--- src/rtl/mux_rr_n_if.sv ---
// mux_rr_n_if: channel inputs and registered output handshake of the N:1 mux
interface mux_rr_n_if #(
    parameter int N     = 4,
    parameter int WIDTH = 8
);
    localparam int CW = (N > 1) ? $clog2(N) : 1;
    logic                 mode;
    logic [CW-1:0]        sel;
    logic [N*WIDTH-1:0]   in_data;
    logic [N-1:0]         in_valid;
    logic [N-1:0]         in_ready;
    logic [WIDTH-1:0]     out_data;
    logic [CW-1:0]        out_chan;
    logic                 out_valid;
    logic                 out_ready;
    modport master (
        output mode, sel, in_data, in_valid, out_ready,
        input  in_ready, out_data, out_chan, out_valid
    );
    modport slave (
        input  mode, sel, in_data, in_valid, out_ready,
        output in_ready, out_data, out_chan, out_valid
    );
endinterface

--- src/rtl/mux_rr_n.sv ---
// mux_rr_n: N-channel fixed-select / round-robin mux with a registered output stage
module mux_rr_n #(
    parameter int N     = 4,
    parameter int WIDTH = 8
) (
    input  logic        clk,
    input  logic        rst,
    mux_rr_n_if.slave   bus
);
    localparam int CW = (N > 1) ? $clog2(N) : 1;
    logic [WIDTH-1:0] data_q, data_d;
    logic [CW-1:0]    chan_q, chan_d, ptr_q, ptr_d, gnt, idx;
    logic             valid_q, valid_d, gnt_vld, load_en, accept;
    // pick the granted channel: scan from ptr+1 with wrap in round-robin, or match sel in fixed mode
    always_comb begin
        gnt     = '0;
        gnt_vld = 1'b0;
        idx     = '0;
        for (int k = 1; k <= N; k++) begin
            idx = bus.mode ? CW'((int'(ptr_q) + k) % N) : CW'(k - 1);
            if (!gnt_vld && bus.in_valid[idx] && (bus.mode || bus.sel == idx)) begin
                gnt_vld = 1'b1;
                gnt     = idx;
            end
        end
    end
    assign load_en      = !valid_q || bus.out_ready;
    assign accept       = load_en && gnt_vld && !rst;
    assign bus.in_ready = accept ? (N'(1) << gnt) : '0;
    // next output register contents: load on accept, drop valid once drained
    always_comb begin
        data_d  = accept ? bus.in_data[int'(gnt)*WIDTH +: WIDTH] : data_q;
        chan_d  = accept ? gnt : chan_q;
        ptr_d   = accept ? gnt : ptr_q;
        valid_d = accept || (valid_q && !bus.out_ready);
    end
    // output register and round-robin pointer; reset points at N-1 so channel 0 wins first
    always_ff @(posedge clk) begin
        if (rst) begin
            data_q  <= '0;
            chan_q  <= '0;
            ptr_q   <= CW'(N - 1);
            valid_q <= 1'b0;
        end else begin
            data_q  <= data_d;
            chan_q  <= chan_d;
            ptr_q   <= ptr_d;
            valid_q <= valid_d;
        end
    end
    assign bus.out_data  = data_q;
    assign bus.out_chan  = chan_q;
    assign bus.out_valid = valid_q;
endmodule

--- src/flat_wrapper.sv ---
// flat-port wrapper written by rule: the top's interface ports become plain ports
module mux_rr_n_flat 
#(
    parameter int N     = 4,
    parameter int WIDTH = 8
)
  (clk, rst, bus_mode, bus_sel, bus_in_data, bus_in_valid, bus_out_ready, bus_in_ready, bus_out_data, bus_out_chan, bus_out_valid);
  mux_rr_n_if #(.N(N), .WIDTH(WIDTH)) bus_i ();
  input  logic clk;
  input  logic rst;
  input wire logic [$bits(bus_i.mode)-1:0] bus_mode;
  input wire logic [$bits(bus_i.sel)-1:0] bus_sel;
  input wire logic [$bits(bus_i.in_data)-1:0] bus_in_data;
  input wire logic [$bits(bus_i.in_valid)-1:0] bus_in_valid;
  input wire logic [$bits(bus_i.out_ready)-1:0] bus_out_ready;
  output wire logic [$bits(bus_i.in_ready)-1:0] bus_in_ready;
  output wire logic [$bits(bus_i.out_data)-1:0] bus_out_data;
  output wire logic [$bits(bus_i.out_chan)-1:0] bus_out_chan;
  output wire logic [$bits(bus_i.out_valid)-1:0] bus_out_valid;
  assign bus_i.mode = bus_mode;
  assign bus_i.sel = bus_sel;
  assign bus_i.in_data = bus_in_data;
  assign bus_i.in_valid = bus_in_valid;
  assign bus_i.out_ready = bus_out_ready;
  assign bus_in_ready = bus_i.in_ready;
  assign bus_out_data = bus_i.out_data;
  assign bus_out_chan = bus_i.out_chan;
  assign bus_out_valid = bus_i.out_valid;
  mux_rr_n #(.N(N), .WIDTH(WIDTH)) u_core (.clk(clk), .rst(rst), .bus(bus_i));
endmodule
--- config.mk ---
export PLATFORM = sky130hd
export DESIGN_NAME = mux_rr_n_flat
export DESIGN_NICKNAME = d
export VERILOG_FILES = /design/src/rtl/mux_rr_n_if.sv /design/src/rtl/mux_rr_n.sv /design/src/flat_wrapper.sv
export SDC_FILE = /design/constraint.sdc
export NUM_CORES = 1
export LEC_CHECK = 0
export CORE_MARGIN = 4
export CORE_UTILIZATION = 35
export DETAILED_ROUTE_END_ITERATION = 8
export PLACE_DENSITY = 0.76
export SLEW_MARGIN = 20
export SYNTH_ARGS = -nofsm -noshare
export SYNTH_HDL_FRONTEND = slang
export SYNTH_SLANG_ARGS = --single-unit
--- constraint.sdc ---
create_clock -name clk -period 2.55 [get_ports clk]
set_clock_uncertainty 0.1 [all_clocks]
set_input_delay 0.3825 -clock clk [delete_from_list [all_inputs] [get_ports clk]]
set_output_delay 0.3825 -clock clk [all_outputs]
set_load 0.02 [all_outputs]
==> impl_metrics.csv, run 1 <==
group,metric,value,unit
sta,layout_setup_ws,-0.315,ns
power_and_ir_drop,leakage,1.08,nW
critical_path,path_cells,"buf_6 -> buf_6 -> nor2b_4 -> mux2i_2 -> o221a_4 -> a311o_1 -> or3_4 -> nor2_4 -> buf_6",
critical_path,slowest_stage,"or3_4",
cts,cts_tree,"yes",
die,initial_core_util,0.377,
sta,period_share,1.12,
sta,final_hold_viol_count,0,
die,dieHeight,68.9,um
synth,ys_seq_area_frac,0.201,
synth,async_flop_share,0,
critical_path,cp_max_fo,6,
layout,design_area,2590,um^2
grt,grt-ovfl-total,0,
sta,max_freq,349,MHz
outcome,failed_checks,"negative setup slack",
cts,cts-root-buf,"clkbuf_8",
synth,synth-edff-count,0,
power_and_ir_drop,power.total,2.60,mW
critical_path,crit_path_frequent_cell,"buf_6",
detailed_routing,routed_wl,5420,um
place,place.gp.congestion,0.843,
outcome,status,"complete, but fails checks",
sta,tightest_slew,0.576,ns
die,die_width,68.9,um
detailed_routing,drc,0,
cts,htree_levels,1,
synth,ys_warn_count,0,
grt,grt_pass1_vias,1780,
cts,clkSinkCount,13,
die,core_region_area,3440,um^2
layout,final_util,0.752,
die,ios,57,
synth,synth_area,1300,um^2
place,portBuffers,56,
job,drv_cap,0,
synth,synth_ff_type,"dfxtp_1",
layout,drive_gt1_frac,0.393,
critical_path,cp-start-kind,"flip-flop",
place,dpl_cell_area,2220,um^2
cts,clk_pin_slew,0.06,ns
detailed_routing,vias,1724,
grt,gr-usage-all-layers,0.226,
grt,grt_max_degree,15,
critical_path,crit_type,"reg -> out",
sta,fin_crit,2.87,ns
critical_path,ff2ff_setup_slack,-0.13,ns
synth,yosysUniqueCellTypes,50,
sta,setup_viol,7,
cts,cts_buffers,3,
power_and_ir_drop,ir_worst_vdd,0.579,mV
cts,insertion_delay,0.25,ns
detailed_routing,drtAntennaViolNets,0,
detailed_routing,wl_per_cell,17.3,um
critical_path,cp_slowest_stage_delay,0.43,ns
synth,syn_nets,200,
critical_path,end_kind,"primary output",
critical_path,crit_arrival,2.38,ns
min_path,min_path_type,"reg -> reg",
grt,grt_pass1_wl,8090,um
cts,hold_buffers,0,
synth,synth_area_per_cell,8.20,um^2
place,post-place-ws,-1.09,ns
layout,area_growth,99.7,%
sta,rsz0062_at_grt,"yes",
detailed_routing,drt_iter0_markers,97,
synth,syn_inst,158,
grt,antenna_found_initial,0,
layout,n_antenna_cell,0,
sta,slew_headroom,0.615,
critical_path,crit_required,2.07,ns
sta,slew_violations,0,
layout,fin_nets,310,
place,dpl.hpwl,3760,um
detailed_routing,vias_per_cell,5.51,
die,core.rowCount,21,
detailed_routing,first_pass_iters,4,
synth,ys_ff_latch,13,
cts,clock_path_buffers,2,
die,die_area,4740,um^2
power_and_ir_drop,p_per_area,1000,nW/um^2
[power breakdown]
| part | total, mW | leakage (nW) | switching, mW | internal [mW] |
|---|---|---|---|---|
| clock | 0.197 | 0.0228 | 0.0864 | 0.111 |
| combinational | 2.02 | 0.952 | 0.935 | 1.09 |
| sequential | 0.377 | 0.109 | 0.0707 | 0.306 |
[metrics by stage]
| stage | TNS (ns) | cells | hold WS, ns |
|---|---|---|---|
| global placement | -9.90 | 291 | 0.348 |
| floorplan | -0.0709 | 158 | 0.433 |
| CTS | -1.28 | 305 | 0.363 |
| detailed placement | -10.24 | 291 | 0.354 |
| finish | -1.34 | 313 | 0.356 |
| global route | -2.38 | 313 | 0.401 |
[state kept, by name (all words and copies together), names as in the netlist]
register              count
u_core.bus.out_valid      1
u_core.bus.out_chan       2
u_core.bus.out_data       8
u_core.ptr_q              2
[synth_stat cells, drive strengths merged (2+ instances only)]
library cell	n	area (um^2)
nor3b	2	15.0
mux2i	12	120
nor2b	12	75.1
and3	2	12.5
nand3b	3	22.5
o21ai	17	88.8
a32oi	3	26.3
buf	10	71.3
a31oi	4	25.0
o32ai	5	66.3
or3	2	12.5
o221ai	2	23.8
a22o	5	43.8
nand2b	3	18.8
o21a	6	45.0
inv	3	11.3
o221a	2	22.5
a21oi	5	28.8
nor2	7	28.8
nand2	14	60.1
clkbuf	2	8.75
dfxtp	13	260
mux2	2	22.5
nand3	6	30.0
[cell type report]
class	count	area [um^2]
well taps	46	57.6
inverters	3	15.0
flip-flops and latches	13	268
fillers	261	853
multi-input cells	130	1140
clock buffers	4	45.0
repair buffers	117	1070
[logic make-up after synthesis]
logic type	synth area share
buffers and inverters	0.0705
AOI/OAI and AO/OA	0.372
DFF	0.201
and+or+nand+nor	0.247
muxes	0.110
[layout by cell type (no fill, tap or decap), types with 2 or more instances in the layout]
cell type        netlist  routed
buf_4                  1      46
clkdlybuf4s50_1        0      45
buf_6                  3      18
nand2_1               13      13
dfxtp_1               13      11
mux2i_1               12      10
o21ai_0               12       9
nor2b_1               12       9
nand3_1                6       6
o21a_1                 6       6
dlygate4sd2_1          0       6
a22o_1                 5       5
o21ai_1                4       5
nor2_4                 0       5
a31oi_1                4       4
a21oi_1                4       3
nand3b_1               3       3
clkbuf_8               0       3
nor2b_4                0       2
nand2b_1               3       2
mux2i_2                0       2
and3_1                 2       2
mux2_2                 2       2
nor3b_2                0       2
o21ai_2                1       2
a21oi_2                1       2
nor2_1                 6       2
o221a_4                0       2
inv_1                  3       2
o32ai_4                0       2
o32ai_2                3       2
a32oi_1                3       2
dfxtp_4                0       2
[path summary, 6_finish.rpt]
kind                                             start                endpoint  depth (start not counted)
worst max-delay path                   u_core.ptr_q[0]         bus_in_ready[2]                          9
worst min-delay path            u_core.bus.out_chan[1]  u_core.bus.out_chan[1]                          2
worst max register to register         u_core.ptr_q[1]  u_core.bus.out_data[7]                          9
worst min register to register  u_core.bus.out_chan[1]  u_core.bus.out_chan[1]                          2
[what timing repair did]
item,CTS,global route
resized for setup,60,16
pin swaps,19,20
endpoints found under the setup margin,16,12
buffers inserted,12,10
gates cloned,0,1
[critical path, delay by kind of cell, from the launching register on]
family / cells / cell delay (ns)
flip-flops: 1 / 0.37
multiplexers: 1 / 0.08
buffers and inverters: 3 / 0.35
AND/OR/NAND/NOR: 3 / 0.63
AO/OA/AOI/OAI: 2 / 0.69
[routing by layer]
layer / vias up / wire length (um) / global-route usage
met5: - / 0 / 0
met4: 0 / 136 / 0.0779
met3: 12 / 348 / 0.0551
met2: 66 / 2620 / 0.374
met1: 818 / 2320 / 0.286
li1: 828 / - / -
Power figures use the tool's default switching activity.
==> run 2, diff against run 1 <==
--- a/config.mk
+++ b/config.mk
@@ -8,7 +8,7 @@
 export CORE_MARGIN = 4
 export CORE_UTILIZATION = 35
 export DETAILED_ROUTE_END_ITERATION = 8
-export PLACE_DENSITY = 0.76
+export PLACE_DENSITY = 0.74
 export SLEW_MARGIN = 20
 export SYNTH_ARGS = -nofsm -noshare
 export SYNTH_HDL_FRONTEND = slang
==> constraint.sdc (replaced) <==
create_clock -name clk -period 2.9 [get_ports clk]
set_clock_uncertainty 0.1 [all_clocks]
set_input_delay 0.435 -clock clk [delete_from_list [all_inputs] [get_ports clk]]
set_output_delay 0.435 -clock clk [all_outputs]
set_load 0.02 [all_outputs]
==> run 2 against run 1 <==
Net effect: the flow still finishes with violations (negative setup slack); global-route usage is 1.1 points lower; register-to-register slack better by 0.31 ns; combinational power is 23% lower.
==> impl_metrics.csv, run 2 (synthesis gave the netlist of run 1 again) <==
group,metric,value,unit
outcome,status,"complete, but fails checks",
outcome,failed_checks,"negative setup slack",
cts,insertion_delay,0.25,ns
cts,clock_path_buffers,2,
critical_path,cp_max_fo,6,
power_and_ir_drop,intPower,1.19,mW
place,post-place-ws,-0.861,ns
power_and_ir_drop,swShare,0.421,
layout,final.fill_count,269,
grt,gr-usage-all-layers,0.216,
sta,period_share,1.01,
detailed_routing,vias_per_cell,5.47,
sta,final_hold_viol_count,0,
die,core.rowCount,21,
grt,antenna_found_initial,0,
detailed_routing,drtAntennaViolNets,0,
sta,slew_violations,0,
die,dieHeight,68.9,um
sta,layout_setup_ws,-0.0233,ns
die,initial_core_util,0.377,
power_and_ir_drop,ir_worst_vdd,0.601,mV
grt,grt-ovfl-total,0,
layout,drive_gt1_frac,0.374,
grt,grt_max_degree,15,
layout,design_area,2430,um^2
detailed_routing,routed_wl,4980,um
critical_path,end_kind,"primary output",
critical_path,crit_type,"reg -> out",
cts,hold_buffers,0,
layout,largest_register_ffs,8,
power_and_ir_drop,power_frac_clock,0.082,
detailed_routing,drc,0,
cts,clkSinkCount,13,
grt,grt_pass1_wl,7820,um
die,core_region_area,3440,um^2
cts,htree_levels,1,
place,dpl_cell_area,2190,um^2
cts,cts_tree,"yes",
cts,clk_pin_slew,0.06,ns
cts,cts_buffers,3,
power_and_ir_drop,combPwrFrac,0.755,
job,drv_cap,0,
sta,fin_crit,2.92,ns
critical_path,critical_path.top_delay_family,"compound AO/OA/AOI/OAI gates",
die,ios,57,
sta,setup_viol,2,
sta,tns,-0.0347,ns
power_and_ir_drop,seqPwrFrac,0.163,
sta,whs,0.356,ns
power_and_ir_drop,leakage,1.04,nW
critical_path,path_cells,"mux2i_2 -> a211o_1 -> o221a_4 -> a311o_1 -> or3_4 -> nor2_4 -> buf_6",
place,place.gp.congestion,0.882,
cts,cts-root-buf,"clkbuf_8",
critical_path,ff2ff_setup_slack,0.18,ns
sta,max_freq,342,MHz
layout,final_common_cell,"buf_4",
power_and_ir_drop,p_per_area,849,nW/um^2
die,die_width,68.9,um
sta,tightest_slew,0.582,ns
critical_path,cp-start-kind,"flip-flop",
min_path,min_path_type,"reg -> reg",
critical_path,slowest_stage,"or3_4",
sta,rsz0062_at_grt,"yes",
detailed_routing,first_pass_iters,4,
layout,n_antenna_cell,0,
sta,slew_headroom,0.611,
detailed_routing,drt_iter0_markers,89,
critical_path,cp_slowest_stage_delay,0.42,ns
die,die_area,4740,um^2
critical_path,crit_arrival,2.39,ns
critical_path,crit_buf_inv,1,
power_and_ir_drop,p_sw,868,uW
place,portBuffers,56,
detailed_routing,vias,1685,
grt,grt_pass1_vias,1796,
layout,fin_nets,305,
critical_path,crit_required,2.37,ns
layout,final_cell_mix,"buf_4, clkdlybuf4s50_1, nand2_1",
layout,area_growth,87.2,%
place,dpl.hpwl,3770,um
detailed_routing,wl_per_cell,16.2,um
## run 2: worst paths after layout
check,start,cells after the start,to
max,u_core.ptr_q[0],7,bus_in_ready[3]
min,u_core.bus.out_chan[0],2,u_core.bus.out_chan[0]
min reg2reg,u_core.bus.out_chan[0],2,u_core.bus.out_chan[0]
max reg2reg,u_core.ptr_q[0],11,u_core.bus.out_data[0]
## run 2: area by class of cell
cell class	instances	area, um^2	share of cell area
sequential	13	268	0.110
clock inverter	1	5.00	0.00206
clock buffer	3	41.3	0.0170
timing repair buffer	112	980	0.404
inverter	3	11.3	0.00464
tap	46	57.6	0.0237
multi-input combinational	130	1060	0.438
## run 2: metal layers
metal / vias up / part of all wire / global-route usage / wire (um)
met3: 14 / 0.071 / 0.0583 / 352
li1: 819 / - / - / -
met4: 0 / 0.025 / 0.0754 / 123
met2: 83 / 0.50 / 0.376 / 2490
met5: - / 0 / 0 / 0
met1: 769 / 0.40 / 0.251 / 2020
## run 2: tightest hold or removal path: stages (launching register included)
cell	delay [ns]
dfxtp_1	0.31
nand2_1	0.05
a21oi_1	0.05
## run 2: per-stage QoR
step	instances	util	total power, mW
6_report	308	0.705	2.06
5_1_grt	308	0.705	2.19
4_1_cts	304	0.676	1.93
3_5_place_dp	296	0.638	1.66
3_3_place_gp	296	0.638	1.63
2_1_floorplan	158	-	1.09
## run 2: power by group through the flow
stage,Combinational [mW],Sequential [mW],Clock (mW)
floorplan,0.708,0.381,0
global placement,1.32,0.316,0
detailed placement,1.34,0.321,0
CTS,1.44,0.324,0.173
global route,1.66,0.348,0.181
finish,1.56,0.335,0.170
## run 2: timing repair
| action | in CTS | in global routing |
|---|---|---|
| hold endpoints to repair | 0 | 0 |
| endpoints found under the setup margin | 8 | 8 |
| gates resized for setup | 53 | 17 |
| setup buffers | 4 | 4 |
| pin swaps | 7 | 5 |
==> run 3, diff against run 2 <==
--- a/config.mk
+++ b/config.mk
@@ -8,6 +8,7 @@
 export CORE_MARGIN = 4
 export CORE_UTILIZATION = 35
 export DETAILED_ROUTE_END_ITERATION = 8
+export GPL_ROUTABILITY_DRIVEN = 1
 export PLACE_DENSITY = 0.74
 export SLEW_MARGIN = 20
 export SYNTH_ARGS = -nofsm -noshare
==> results of run 3 <==
The final DEF is identical to that of run 2; final timing and power are the same.
==> RTL edit 1 (flow settings as in run 1) <==
Make the reset (`rst`) asynchronous in one clocked block.
--- a/src/rtl/mux_rr_n.sv
+++ b/src/rtl/mux_rr_n.sv
@@ -35,7 +35,7 @@
         valid_d = accept || (valid_q && !bus.out_ready);
     end
     // output register and round-robin pointer; reset points at N-1 so channel 0 wins first
-    always_ff @(posedge clk) begin
+    always_ff @(posedge clk or posedge rst) begin
         if (rst) begin
             data_q  <= '0;
             chan_q  <= '0;
Formal check against the unedited RTL: differs if rst is asserted again (counterexample within 4 cycles, from zero or initial values and one cycle with rst high); with rst held inactive, the same outputs for 10 cycles.
==> RTL edit 1 against run 1 <==
  * Count of clock-buffer cells in the layout down 1
  * Highest routed layer unchanged
  * The flow still finishes with violations (setup timing)
  * Synthesized area down 3.7%
  * Cell area down 16%
  * Global-route usage down 2.4 points
  * Wire length down 23%
  * Total power down 15%
  * Register-to-register slack better by 70 ps
  * Sequential cell count unchanged
  * Final cell count down 15%
  * Setup slack worse by 53 ps
  * Combinational power down 18%
==> RTL edit 1: results (changes against run 1) <==
worst hold slack=399 ps (+42.8 ps); WP data arrival=2440 ps (+60 ps); clkbuf count=3 (-1); initial detailed-routing violation count=61 (-37%); Inst Count DP=250 (-14%); wire length of the first global-routing pass=6940 um (-14%); latest clock arrival within the worst-skew pair=290 ps (+40 ps); wire length on met1=1640 um (-29%); Hold Startpoint=u_core.bus.out_chan[0]; top post-synthesis cells by count=13 x a211oi_2, 13 x nor2_1, 11 x dfrtp_1, 10 x mux2i_1, 9 x and3_1; r2r setup slk=-60 ps (+70 ps); asr flop ratio synth=100% (+100 points); share of layout cells above drive strength 1=36.7% (-2.7 points); fraction of area in multi-input gates=41.9% (-2.0 points); met2 wire len=2070 um (-21%); crit path to=bus_in_ready[1]; hpwl dp=3280 um (-13%); GPL Wtd Cong=0.835 (-0.88%); Pwr per Cell Area=1010 mW/mm^2 (+0.51%); failing checks=setup timing; hold endpoint=u_core.bus.out_chan[0]; Worst Hold Depth=1 (-1); FFs & Latches=13 (unchanged); met1 usage=20.8% (-7.8 points); setup TNS=-1620 ps (-280 ps); CP top delay family=buffers and inverters; Final clock-cell share=1.26% (-0.48 points); crit path max-delay cell type=clkdlybuf4s50_1; Max VDD drop=577 uV (-0.30%); reg2reg end=u_core.bus.out_data[5]; via count=1396 (-19%); Reg area=328 um^2 (+22%); Setup WS post-layout=-368 ps (-53.0 ps); syn_nets=173 (-14%); GR Util met2=36.5% (-0.93 points); GRT met3 Usage=4.83% (-0.69 points); met3 WL post-DR=328 um (-5.7%); clk slew on worst S/H paths=80 ps (+20 ps); reg2reg start=u_core.ptr_q[0]; Worst-Margin Slew=496 ps (-79.2 ps); status=finished, violations left; endpoints failing setup=12 (+5); GRT Total Usage=20.3% (-2.4 points); Main synth FF type=dfrtp_1; Crit Path Max Fanout=5 (-1)
## RTL edit 1: changes by cell type in the layout (fill, tap and decap cells not counted), sizes merged, moves of 4 or more
cell / delta
nor2: +6
nor2b: -7
dfxtp: -13
and3: +7
a31oi: -4
dfrtp: +11
nand2: -9
a22o: -4
o32ai: -5
o21ai: -14
and3b: +4
buf: -22
a211oi: +18
## RTL edit 1: repair_timing
item	in CTS	in global routing
pin swaps	7	2
gates resized for setup	39	3
buffers inserted	11	2
endpoints found under the setup margin	12	12
gates cloned	0	0
## RTL edit 1: logic make-up after synthesis
family / after synthesis / synth area share (%)
AND/OR/NAND/NOR: 56 / 29.3
AO/OA/AOI/OAI: 39 / 29.6
flip-flops: 13 / 26.3
buffers and inverters: 12 / 6.01
multiplexers: 11 / 8.92
## RTL edit 1: power by group
group	total [mW]	leakage (nW)	switching (mW)	internal, mW
Sequential	0.411	0.143	0.0885	0.323
Clock	0.135	0.0177	0.0763	0.0584
Combinational	1.66	0.786	0.790	0.868
Total	2.20	0.947	0.955	1.25
==> RTL edit 2 (settings of run 1) <==
Without the edit above. `WIDTH` is set to 8 in 3 places; all go to 7.
--- a/src/rtl/mux_rr_n_if.sv
+++ b/src/rtl/mux_rr_n_if.sv
@@ -1,7 +1,7 @@
 // mux_rr_n_if: channel inputs and registered output handshake of the N:1 mux
 interface mux_rr_n_if #(
     parameter int N     = 4,
-    parameter int WIDTH = 8
+    parameter int WIDTH = 7
 );
     localparam int CW = (N > 1) ? $clog2(N) : 1;
     logic                 mode;
--- a/src/rtl/mux_rr_n.sv
+++ b/src/rtl/mux_rr_n.sv
@@ -1,7 +1,7 @@
 // mux_rr_n: N-channel fixed-select / round-robin mux with a registered output stage
 module mux_rr_n #(
     parameter int N     = 4,
-    parameter int WIDTH = 8
+    parameter int WIDTH = 7
 ) (
     input  logic        clk,
     input  logic        rst,
--- a/src/flat_wrapper.sv
+++ b/src/flat_wrapper.sv
@@ -2,7 +2,7 @@
 module mux_rr_n_flat 
 #(
     parameter int N     = 4,
-    parameter int WIDTH = 8
+    parameter int WIDTH = 7
 )
   (clk, rst, bus_mode, bus_sel, bus_in_data, bus_in_valid, bus_out_ready, bus_in_ready, bus_out_data, bus_out_chan, bus_out_valid);
   mux_rr_n_if #(.N(N), .WIDTH(WIDTH)) bus_i ();
Ports: changed (resized bus_in_data and bus_out_data); port bits go from 57 to 52. The function was not compared with the original's and may differ.
==> RTL edit 2 against run 1 <==
  * The flow still finishes with violations (setup timing)
  * Sequential cell count down 1
  * Setup slack worse by 110 ps
  * Hold slack worse by 5.3 ps
  * Sequential power down 15%
  * Cell area down 26%
  * Utilization down 7.1 points
  * Wire length down 36%
  * Clock power down 22%
  * Synthesized area down 18%
  * Total power down 32%
  * Critical path type unchanged
  * Largest cell class unchanged
==> RTL edit 2: results (changes against run 1) <==
status=finished, violations left; failing checks=setup timing; WL/cell=14.7 um (-15%); GPL Wtd Cong=0.906 (+7.5%); Inst Count DP=227 (-22%); CTS root buffer=clkbuf_4; Crit Path Max Fanout=4 (-2); r2r setup slk=20 ps (+150 ps); Setup WS post-layout=-429 ps (-113 ps); GRT Total Usage=17.6% (-5.0 points); pre-CTS setup slack=-1000 ps (+81.2 ps); Via density=5.40 (-2.0%); dpl cell area=0.00178 mm^2 (-20%); setup TNS=-1650 ps (-309 ps); top-area cell type share of the netlist area=22.6% (+2.5 points); final layout net count=245 (-21%); initial detailed-routing violation count=59 (-39%); Leak Pwr=0.787 nW (-27%); endpoints failing setup=4 (-3); largest net degree at the start of global routing=14 (-1); mux contribution to synthesized area=12.5% (+1.5 points); top post-synthesis cells by count=12 x dfxtp_1, 11 x mux2i_1, 10 x a21oi_1, 9 x a211oi_1; crit path max-delay cell type=mux4_2; top post-synthesis cells by area=dfxtp_1 23%, mux2i_1 10%, a211oi_2 8.2%; latest clock arrival within the worst-skew pair=270 ps (+20 ps); Worst-Margin Slew=385 ps (-191 ps); hpwl dp=2690 um (-28%); Distinct cells, synth=39 (-22%); CP top delay family=simple AND/OR/NAND/NOR gates; cell count after synthesis=124 (-22%); input/output buffers=51 (-8.9%); CP max stage delay=520 ps (+90 ps); share of layout cells above drive strength 1=34.0% (-5.3 points); syn_nets=162 (-19%); Synth Area in XOR/XNOR=0.823% (+0.82 points); sequential cell area fraction in the yosys report=22.6% (+2.5 points); Largest register FFs=7 (-1); WP data arrival=2500 ps (+120 ps); layout filler cell count=219 (-16%); Max VDD drop=663 uV (+15%); clk slew on worst S/H paths=80 ps (+20 ps); reg2reg start=u_core.ptr_q[0]
==> RTL edit 2: cells by family after synthesis <==
family,after synthesis
multiplexers,12
buffers and inverters,9
flip-flops,12
AND/OR/NAND/NOR,42
XOR/XNOR,1
AO/OA/AOI/OAI,48
==> RTL edit 2: routing by layer <==
layer	part of all wire (%)	GRT usage [%]	vias up	wire length, um
met2	50	31.8	58	1730
li1	-	-	637	-
met4	1.9	8.54	0	65
met1	40	18.2	576	1390
met5	0	0	-	0
met3	8.8	5.86	8	308
==> RTL edit 2: cell type report <==
class	instances	area (um^2)	area share [%]
inverters	2	7.51	0.390
repair buffers	85	776	40.3
flip-flops and latches	12	241	12.5
well taps	31	38.8	2.01
multi-input cells	103	826	42.9
clock buffers	4	36.3	1.88
==> RTL edit 2: timing repair <==
action,4_1_cts,5_1_grt
endpoints found under the setup margin,12,12
setup buffers,4,3
gates resized for setup,32,12
pin swaps,4,2
==> RTL edit 2: worst min path at each step <==
stage / endpoint / startpoint / slack (ps)
6_report: u_core.bus.out_chan[1] / u_core.bus.out_chan[1] / 350
5_1_grt: u_core.bus.out_chan[1] / u_core.bus.out_chan[1] / 380
4_1_cts: u_core.bus.out_chan[1] / u_core.bus.out_chan[1] / 360
3_5_place_dp: u_core.bus.out_chan[1] / u_core.bus.out_chan[1] / 340
3_3_place_gp: u_core.bus.out_chan[1] / u_core.bus.out_chan[1] / 330
2_1_floorplan: u_core.bus.out_valid / rst / 350
==> RTL edit 2: worst min-delay path, stage by stage (launching register included) <==
cell,delay (ps)
dfxtp_1,310
nand2_1,50
nand2_1,40
==> RTL edit 2: where the power goes <==
group	leakage (nW)	total (mW)	internal, mW	switching (mW)
clock	0.0210	0.154	0.0867	0.0668
sequential	0.100	0.320	0.271	0.0482
combinational	0.666	1.29	0.675	0.612
total	0.787	1.76	1.03	0.727
